--- src/rtl/trace_pkg.sv ---
// Shared definitions for the trigger clock controller: FSM state encoding,
// DRP bus widths and error-bit positions.
package trace_pkg;

    typedef enum logic [2:0] {
        ST_IDLE      = 3'd0,
        ST_PS_PULSE  = 3'd1,
        ST_PS_WAIT   = 3'd2,
        ST_DRP_ISSUE = 3'd3,
        ST_DRP_WAIT  = 3'd4,
        ST_DONE      = 3'd5
    } state_e;

    localparam int DRP_ADDR_W = 7;
    localparam int DRP_DATA_W = 16;

    localparam int ERR_TIMEOUT = 0;
    localparam int ERR_UNLOCK  = 1;

endpackage

--- src/rtl/cdc_simple.sv ---
// Two-flop synchronizer for a single slow, level-type asynchronous signal.
module cdc_simple (
    input  logic clk_i,
    input  logic rst_i,
    input  logic d_i,
    output logic q_o
);

    logic meta_q;
    logic sync_q;

    // Two back-to-back flops give the first stage a full cycle to resolve.
    always_ff @(posedge clk_i) begin
        if (rst_i) begin
            meta_q <= 1'b0;
            sync_q <= 1'b0;
        end else begin
            meta_q <= d_i;
            sync_q <= meta_q;
        end
    end

    assign q_o = sync_q;

endmodule

--- src/rtl/trig_clk_ctrl.sv ---
// Trigger clock controller: sequences MMCM dynamic phase shifts and DRP
// register accesses from single-cycle go pulses.
// Optional build macro TRIG_CLK_CTRL_TIMEOUT_EN adds a pTIMEOUT-cycle limit
// on the psdone/drdy waits; without it the waits are unbounded and
// O_error[0] stays 0.
//
// state        | meaning
// -------------+-----------------------------------------------------------
// ST_IDLE      | waiting for a go pulse or a pending phase-shift request
// ST_PS_PULSE  | check lock, drive psen for one cycle
// ST_PS_WAIT   | waiting for psdone, then count the step
// ST_DRP_ISSUE | drive den (and dwe on writes) for one cycle
// ST_DRP_WAIT  | waiting for drdy, capture read data
// ST_DONE      | one-cycle completion pulse
module trig_clk_ctrl
    import trace_pkg::*;
#(
    parameter int pSTEP_W  = 16,
    parameter int pTIMEOUT = 255
) (
    input  logic                  usb_clk,
    input  logic                  reset_i,
    input  logic                  I_ps_go,
    input  logic [pSTEP_W-1:0]    I_ps_steps,
    input  logic                  I_drp_go,
    input  logic                  I_drp_write,
    input  logic [DRP_ADDR_W-1:0] I_drp_addr,
    input  logic [DRP_DATA_W-1:0] I_drp_wdata,
    input  logic                  I_clear_error,
    input  logic                  I_locked,
    input  logic                  I_psdone,
    input  logic                  I_drdy,
    input  logic [DRP_DATA_W-1:0] I_dout,
    output logic                  O_psen,
    output logic                  O_psincdec,
    output logic [DRP_ADDR_W-1:0] O_daddr,
    output logic                  O_den,
    output logic                  O_dwe,
    output logic [DRP_DATA_W-1:0] O_din,
    output logic [DRP_DATA_W-1:0] O_drp_rdata,
    output logic [pSTEP_W-1:0]    O_phase,
    output logic                  O_busy,
    output logic                  O_done,
    output logic [1:0]            O_error
);

    state_e                  state_q, state_d;
    logic                    pend_q, pend_d;
    logic [pSTEP_W-1:0]      pend_steps_q, pend_steps_d;
    logic                    incdec_q, incdec_d;
    logic [pSTEP_W-1:0]      rem_q, rem_d;
    logic [pSTEP_W-1:0]      phase_q, phase_d;
    logic                    write_q, write_d;
    logic [DRP_ADDR_W-1:0]   addr_q, addr_d;
    logic [DRP_DATA_W-1:0]   wdata_q, wdata_d;
    logic [DRP_DATA_W-1:0]   rdata_q, rdata_d;
    logic [1:0]              err_q, err_d;
    logic [1:0]              err_set;
    logic                    psen;
    logic                    den;
    logic                    done;
    logic                    start_ps;
    logic [pSTEP_W-1:0]      start_steps;
    logic                    locked_s;

`ifdef TRIG_CLK_CTRL_TIMEOUT_EN
    localparam int TMR_W = (pTIMEOUT > 1) ? $clog2(pTIMEOUT) : 1;
    logic [TMR_W-1:0]        tmr_q, tmr_d;
`endif

    cdc_simple u_locked_sync (
        .clk_i (usb_clk),
        .rst_i (reset_i),
        .d_i   (I_locked),
        .q_o   (locked_s)
    );

    // State register and all datapath registers.
    always_ff @(posedge usb_clk) begin
        if (reset_i) begin
            state_q      <= ST_IDLE;
            pend_q       <= 1'b0;
            pend_steps_q <= '0;
            incdec_q     <= 1'b0;
            rem_q        <= '0;
            phase_q      <= '0;
            write_q      <= 1'b0;
            addr_q       <= '0;
            wdata_q      <= '0;
            rdata_q      <= '0;
            err_q        <= 2'b00;
`ifdef TRIG_CLK_CTRL_TIMEOUT_EN
            tmr_q        <= '0;
`endif
        end else begin
            state_q      <= state_d;
            pend_q       <= pend_d;
            pend_steps_q <= pend_steps_d;
            incdec_q     <= incdec_d;
            rem_q        <= rem_d;
            phase_q      <= phase_d;
            write_q      <= write_d;
            addr_q       <= addr_d;
            wdata_q      <= wdata_d;
            rdata_q      <= rdata_d;
            err_q        <= err_d;
`ifdef TRIG_CLK_CTRL_TIMEOUT_EN
            tmr_q        <= tmr_d;
`endif
        end
    end

    // Next-state, datapath updates and single-cycle strobes.
    always_comb begin
        state_d      = state_q;
        pend_d       = pend_q;
        pend_steps_d = pend_steps_q;
        incdec_d     = incdec_q;
        rem_d        = rem_q;
        phase_d      = phase_q;
        write_d      = write_q;
        addr_d       = addr_q;
        wdata_d      = wdata_q;
        rdata_d      = rdata_q;
        err_set      = 2'b00;
        psen         = 1'b0;
        den          = 1'b0;
        done         = 1'b0;
        start_ps     = 1'b0;
        start_steps  = I_ps_steps;
`ifdef TRIG_CLK_CTRL_TIMEOUT_EN
        tmr_d        = tmr_q;
`endif

        case (state_q)
            ST_IDLE: begin
                if (pend_q) begin
                    // A phase shift deferred behind a DRP access runs first.
                    pend_d      = 1'b0;
                    start_ps    = 1'b1;
                    start_steps = pend_steps_q;
                end else if (I_drp_go) begin
                    write_d = I_drp_write;
                    addr_d  = I_drp_addr;
                    wdata_d = I_drp_wdata;
                    state_d = ST_DRP_ISSUE;
                    if (I_ps_go) begin
                        pend_d       = 1'b1;
                        pend_steps_d = I_ps_steps;
                    end
                end else if (I_ps_go) begin
                    start_ps = 1'b1;
                end
            end

            ST_PS_PULSE: begin
                if (!locked_s) begin
                    err_set[ERR_UNLOCK] = 1'b1;
                    state_d             = ST_DONE;
                end else begin
                    psen    = 1'b1;
                    state_d = ST_PS_WAIT;
`ifdef TRIG_CLK_CTRL_TIMEOUT_EN
                    tmr_d   = TMR_W'(pTIMEOUT - 1);
`endif
                end
            end

            ST_PS_WAIT: begin
                if (I_psdone) begin
                    phase_d = incdec_q ? (phase_q + pSTEP_W'(1))
                                       : (phase_q - pSTEP_W'(1));
                    rem_d   = rem_q - pSTEP_W'(1);
                    state_d = (rem_q == pSTEP_W'(1)) ? ST_DONE : ST_PS_PULSE;
                end
`ifdef TRIG_CLK_CTRL_TIMEOUT_EN
                else if (tmr_q == '0) begin
                    // Remaining steps are dropped; O_phase keeps what was applied.
                    err_set[ERR_TIMEOUT] = 1'b1;
                    rem_d                = '0;
                    state_d              = ST_DONE;
                end else begin
                    tmr_d = tmr_q - TMR_W'(1);
                end
`endif
            end

            ST_DRP_ISSUE: begin
                den     = 1'b1;
                state_d = ST_DRP_WAIT;
`ifdef TRIG_CLK_CTRL_TIMEOUT_EN
                tmr_d   = TMR_W'(pTIMEOUT - 1);
`endif
            end

            ST_DRP_WAIT: begin
                if (I_drdy) begin
                    if (!write_q) begin
                        rdata_d = I_dout;
                    end
                    state_d = ST_DONE;
                end
`ifdef TRIG_CLK_CTRL_TIMEOUT_EN
                else if (tmr_q == '0) begin
                    err_set[ERR_TIMEOUT] = 1'b1;
                    state_d              = ST_DONE;
                end else begin
                    tmr_d = tmr_q - TMR_W'(1);
                end
`endif
            end

            ST_DONE: begin
                done    = 1'b1;
                state_d = ST_IDLE;
            end

            default: begin
                state_d = ST_IDLE;
            end
        endcase

        if (start_ps) begin
            // Magnitude of the most-negative step count is representable
            // as an unsigned value of the same width.
            incdec_d = !start_steps[pSTEP_W-1] && (start_steps != '0);
            rem_d    = start_steps[pSTEP_W-1] ? (~start_steps + pSTEP_W'(1))
                                              : start_steps;
            state_d  = (start_steps == '0) ? ST_DONE : ST_PS_PULSE;
        end

        // A new error in the same cycle as a clear still gets recorded.
        err_d = (I_clear_error ? 2'b00 : err_q) | err_set;
    end

    assign O_psen      = psen;
    assign O_psincdec  = incdec_q;
    assign O_daddr     = addr_q;
    assign O_den       = den;
    assign O_dwe       = den & write_q;
    assign O_din       = wdata_q;
    assign O_drp_rdata = rdata_q;
    assign O_phase     = phase_q;
    assign O_busy      = (state_q != ST_IDLE);
    assign O_done      = done;
    assign O_error     = err_q;

endmodule

--- config.mk ---
export PLATFORM = sky130hd
export DESIGN_NAME = trig_clk_ctrl
export DESIGN_NICKNAME = d
export VERILOG_FILES = /design/src/rtl/trace_pkg.sv /design/src/rtl/cdc_simple.sv /design/src/rtl/trig_clk_ctrl.sv
export SDC_FILE = /design/constraint.sdc
export NUM_CORES = 1
export LEC_CHECK = 0
export ABC_AREA = 1
export BUFFER_PORTS_ARGS = -buffer_cell sky130_fd_sc_hd__buf_2
export CAP_MARGIN = 30
export CELL_PAD_IN_SITES_DETAIL_PLACEMENT = 1
export CELL_PAD_IN_SITES_GLOBAL_PLACEMENT = 1
export CORE_ASPECT_RATIO = 1.5
export CORE_MARGIN = 5
export CORE_UTILIZATION = 38
export CTS_BUF_LIST = sky130_fd_sc_hd__clkbuf_8
export DETAILED_ROUTE_END_ITERATION = 8
export GPL_ROUTABILITY_DRIVEN = 0
export PLACE_DENSITY = 0.83
export SYNTH_ARGS = -nofsm -noshare
export SYNTH_HDL_FRONTEND = slang
export SYNTH_HIERARCHICAL = 1
export SYNTH_SLANG_ARGS = --single-unit
--- constraint.sdc ---
create_clock -name usb_clk -period 3.7 [get_ports usb_clk]
set_input_delay 0.74 -clock usb_clk [delete_from_list [all_inputs] [get_ports usb_clk]]
set_output_delay 0.74 -clock usb_clk [all_outputs]
set_load 0.005 [all_outputs]
==> Yosys cells after proc, flatten, opt, wreduce, memory -nomap -nowiden <==
Index checks and enable logic that the tools add are counted.
Widths: inputs -> output; s select.
{ "totals": {"regBits": 97, "output_inout_bits": 63, "word_cells": 75} }
{ "classes": {"n_addsub": 4, "eq_ne": 10, "mux": 29, "bitwise": 5, "reduce_logical": 14} }
{ "op_table": {"columns": ["cell", "n"], "rows": [
  ["$mux 16", 7],
  ["$add 16x1->16 const B", 2],
  ["$sub 16x1->16 const B", 2],
  ["$mux 3", 8],
  ["$eq 16x1->1 const B", 1],
  ["$logic_not 16->1", 1],
  ["$not 16->16", 1],
  ["$reduce_bool 16->1", 1],
  ["$pmux 3 s5", 1],
  ["$mux 1", 12],
  ["$ne 3x3->1 const B", 4],
  ["$reduce_and 4->1", 2],
  ["$eq 3x2->1 const B", 2],
  ["$eq 3x3->1 const B", 2],
  ["$reduce_and 3->1", 2],
  ["$reduce_and 2->1", 2],
  ["$reduce_bool 2->1", 2],
  ["$eq 3x1->1 const B", 1],
  ["$logic_not 3->1", 1],
  ["$reduce_bool 3->1", 1],
  ["$mux 2", 1],
  ["$not 1->1", 2],
  ["$or 2x2->2", 1],
  ["$and 1x1->1", 1],
  ["other kinds (2)", 2]
]} }

==> Logic depth before layout (Yosys ltp) <==
{ "logic_depth": {"word_depth": 6, "ltp_mapped": 17, "ltp_nobuf": 16} }

==> By module <==
Netlist, hierarchy kept.
{ "by_module_without_submodules": {"columns": ["module", "instances", "cells_each", "area_each_um2"], "rows": [
  ["trig_clk_ctrl", 1, 778, 5325.1],
  ["cdc_simple", 1, 6, 55.1]
]} }

==> Worst setup path before layout <==
No wires, ideal clock.
{ "synth_timing": {"path_type": "register to register", "startpoint": "reg incdec_q, in the netlist O_psincdec", "endpoint": "reg phase_q[13], in the netlist O_phase[13]", "arrival_ps": 1988, "slack_ps": 1603, "path_stages_with_launch": 14, "synth_period_minus_slack_ps": 2097, "cell_sequence": "dfxtp_1 -> inv_1 -> ha_1 -> a21oi_1 -> nand2_1 -> nand2_1 -> nand3_1 -> a21o_1 -> a21oi_1 -> inv_1 -> nand2_1 -> nand3_1 -> nand2_1 -> inv_1"} }
{ "synth_via": {"elab_chain_len": 1} }
{ "synth_lines": {"columns": ["element", "line_no", "source"], "rows": [
  ["from (decl)", "trig_clk_ctrl.sv:50", "logic incdec_q, incdec_d;"],
  ["from (signal assigned)", "trig_clk_ctrl.sv:99", "incdec_q <= incdec_d;"],
  ["$mux 16", "trig_clk_ctrl.sv:171", "phase_d = incdec_q ? (phase_q + pSTEP_W'(1))"],
  ["to (signal assigned)", "trig_clk_ctrl.sv:101", "phase_q <= phase_d;"],
  ["to (decl)", "trig_clk_ctrl.sv:52", "logic [pSTEP_W-1:0] phase_q, phase_d;"]
]} }
Every way passes these cells.
A chain may end at the register's enable or synchronous reset.

==> Worst setup path after layout <==
{ "layout_timing": {"startpoint": "reg state_q[0]", "endpoint": "reg pend_steps_q[8]"} }
{ "layout_via": {"elab_chain_len": 2} }
{ "layout_lines": {"columns": ["element", "line_no", "source"], "rows": [
  ["from (decl)", "trig_clk_ctrl.sv:47", "state_e state_q, state_d;"],
  ["from (signal assigned)", "trig_clk_ctrl.sv:96", "state_q <= state_d;"],
  ["$logic_not 3->1", "trig_clk_ctrl.sv:135", "case (state_q)"],
  ["$reduce_and 4->1 (no source line)", null, null],
  ["to (signal assigned)", "trig_clk_ctrl.sv:98", "pend_steps_q <= pend_steps_d;"],
  ["to (decl)", "trig_clk_ctrl.sv:49", "logic [pSTEP_W-1:0] pend_steps_q, pend_steps_d;"]
]} }
Every way passes these cells.

==> metrics.md <==
| Metric | Value |
|---|---|
| Detailed Place HPWL | `12.7 mm` |
| Hold Violations, Final | `0` |
| Slew Limit Fails | `0` |
| Post-synthesis xor/xnor area fraction | `0.0195` |
| GRT overflow | `0` |
| Layout area overhead | `18.0%` |
| Post-synth EDFFs | `0` |
| Setup crit start kind | `flip-flop` |
| Status | `finished clean` |
| Post-Synthesis Cells | `784` |
| Top_reg_cell synth | `dfxtp_1` |
| Number of global-route vias before repair | `5791` |
| Clock Pin Slew Worst Setup and Hold Paths | `0.11 ns` |
| Clock Path Buffers | `2` |
| Max transition margin | `0.628` |
| DR vias | `5498` |
| Sequential area share after synthesis | `0.357` |
| Synthesized area | `5380 um2` |
| Post-route ant nets | `0` |
| F_max | `379 MHz` |
| CP max FO | `25` |
| Vias per cell | `5.03` |
| DR WL/cell | `15.0 um` |
| DRC | `0` |
| Largest family of logic cells by synthesized area | `simple AND/OR/NAND/NOR gates` |
| Mux cell area share after synthesis | `0` |
| Adder-cell share of the synthesized area | `0.0433` |
| Post-CTS Setup Inserts | `0` |
| Crit Path Category | `flip-flop to flip-flop` |
| RSZ-0062 raised after global routing | `false` |
| Synth Area in Compound Gates | `0.210` |
| Synth Area in Simple Gates | `0.275` |
| Worst min path class | `flip-flop to flip-flop` |
| Core area | `14000 um2` |
| PD cells | `730 nW/um2` |
| Tot Pwr | `4.63 mW` |
| Fin crit share | `0.713` |
| Count of state elements after synthesis | `96` |
| Final #Nets | `978` |
| DR pass1 iterations | `4` |
| Total routing usage reported by global routing | `0.198` |
| IO Port Bufs | `125` |
| Async SR Flop Fraction | `0` |
| Clk_lat worst skew | `0.38 ns` |
| CTS root buffer | `clkbuf_8` |
| Synth Net Count | `866` |
| Worst IR Drop VDD | `0.232 mV` |
| Yosys warnings | `6` |
| Clock tree from TritonCTS | `yes` |
| Inserted Clock Buffers | `9` |
| PostCTS Resize Cnt | `0` |
| DIE HEIGHT | `156 um` |
| Initial DRC count | `168` |
| Initial antenna violation count | `1` |
| Layout cells sized above 1 | `0.218` |
| Req. time, crit path | `3.96 ns` |
| First-pass GRT wire length | `26.9 mm` |
| Largest net degree at the start of global routing | `59` |
| Fin crit period | `2.64 ns` |
| Endpoints failing setup | `0` |
| Worst-Margin Slew | `0.557 ns` |
| Die Span X | `107 um` |
| Final TNS setup | `0 ns` |
| Row count | `53` |
| Die area | `16700 um2` |
| CTS Hold Bufs | `0` |
| Mean Syn Cell Area | `6.86 um2` |
| Setup clock skew after layout | `0.0124 ns` |
| Max_cap viols | `0` |
| Unique masters post-synth | `49` |
| Worst EP arrival | `2.89 ns` |
| H-Tree Depth | `3` |
| Ports | `127` |
| Initial Utilization | `0.385` |
| Clk sinks | `96` |
| Final wirelength | `16.4 mm` |
| CP endpoint kind | `flip-flop` |
| Leak | `3.18 nW` |
where the power goes:
group	internal, mW	leakage, nW	switching [mW]
combinational	0.855	2.30	1.57
sequential	1.31	0.786	0.210
clock	0.259	0.0941	0.424
per-layer routing:
metal	wire, um	global-route usage	vias to the layer above
met5	0	0	-
met4	401	0.0731	0
met3	569	0.0348	25
met2	9050	0.381	88
met1	6400	0.210	2591
li1	-	-	2794
metrics by stage:
stage | cell area (um2) | hold WS [ns] | cells | worst slack (ns) | utilization
after floorplan | 5380 | 0.388 | 784 | 1.60 | -
after global placement | 6160 | 0.395 | 1077 | 1.01 | 0.440
after detailed placement | 6160 | 0.407 | 1077 | 0.866 | 0.440
after CTS | 6340 | 0.423 | 1093 | 1.01 | 0.453
after global routing | 6350 | 0.439 | 1094 | 0.758 | 0.454
final | 6350 | 0.416 | 1094 | 1.06 | 0.454
critical path, cell delays in order, from the launching register on:
cell	delay (ns)
dfxtp_1	0.38
nor2_4	0.27
nand2_4	0.13
nor3_4	0.12
buf_4	0.28
inv_2	0.23
nor2_1	0.49
inv_1	0.32
o21ai_0	0.24
a21oi_1	0.06
flip-flops by register name (all words and copies together), names as in the netlist, 3 cells and up:
| signal | count |
|---|---|
| rem_q | 16 |
| O_drp_rdata | 16 |
| state_q | 3 |
| O_daddr | 7 |
| O_phase | 16 |
| pend_steps_q | 16 |
| O_din | 16 |
cells in the mapped netlist (10+ instances only):
cell | number | area, um2
nor2_1 | 130 | 488
dfxtp_1 | 96 | 1920
nand2_1 | 104 | 390
o21ai_0 | 103 | 515
ha_1 | 17 | 213
nand3_1 | 42 | 210
inv_1 | 84 | 315
nor3_1 | 11 | 55.1
buf_2 | 10 | 50.1
a21oi_1 | 52 | 260
clkbuf_1 | 16 | 60.1
final timing paths:
kind	end	from	cells after the start	slack, ns
max	pend_steps_q[8]	state_q[0]	9	1.06
min	u_locked_sync/q_o	u_locked_sync/meta_q	2	0.42
max reg2reg	pend_steps_q[8]	state_q[0]	9	1.06
min reg2reg	u_locked_sync/q_o	u_locked_sync/meta_q	2	0.42
final cells by class:
| class | instances | area [um2] |
|---|---|---|
| well taps | 192 | 240 |
| inverters | 93 | 352 |
| multi-input cells | 564 | 2960 |
| clock buffers | 9 | 124 |
| flip-flops and latches | 96 | 1920 |
| clock inverters | 7 | 61.3 |
| diodes | 1 | 2.50 |
| repair buffers | 132 | 691 |
| fillers | 1875 | 7640 |
layout by cell type, fill, tap and decap left out, types with 4 or more instances in the layout:
master	count
o21ai_1	9
inv_2	8
o21ai_0	103
a31oi_1	8
nand3_1	42
o21bai_1	7
a21oi_1	52
xnor2_1	4
inv_1	83
nor2_2	6
clkbuf_8	9
nand4_1	9
o21ai_2	7
nor3_1	11
ha_1	17
dfxtp_1	96
nand2_1	104
nor2_1	130
xor2_1	8
or2_2	4
buf_2	125
nand2_2	6
buf_4	6
o21a_1	4
logic make-up after synthesis:
kind of cell	after synthesis
adders and majority gates	18
AOI/OAI and AO/OA	204
DFF	96
and+or+nand+nor	329
buffers and inverters	124
other	1
xor gates and xnor gates	12
(Power assumes the default switching activity.)
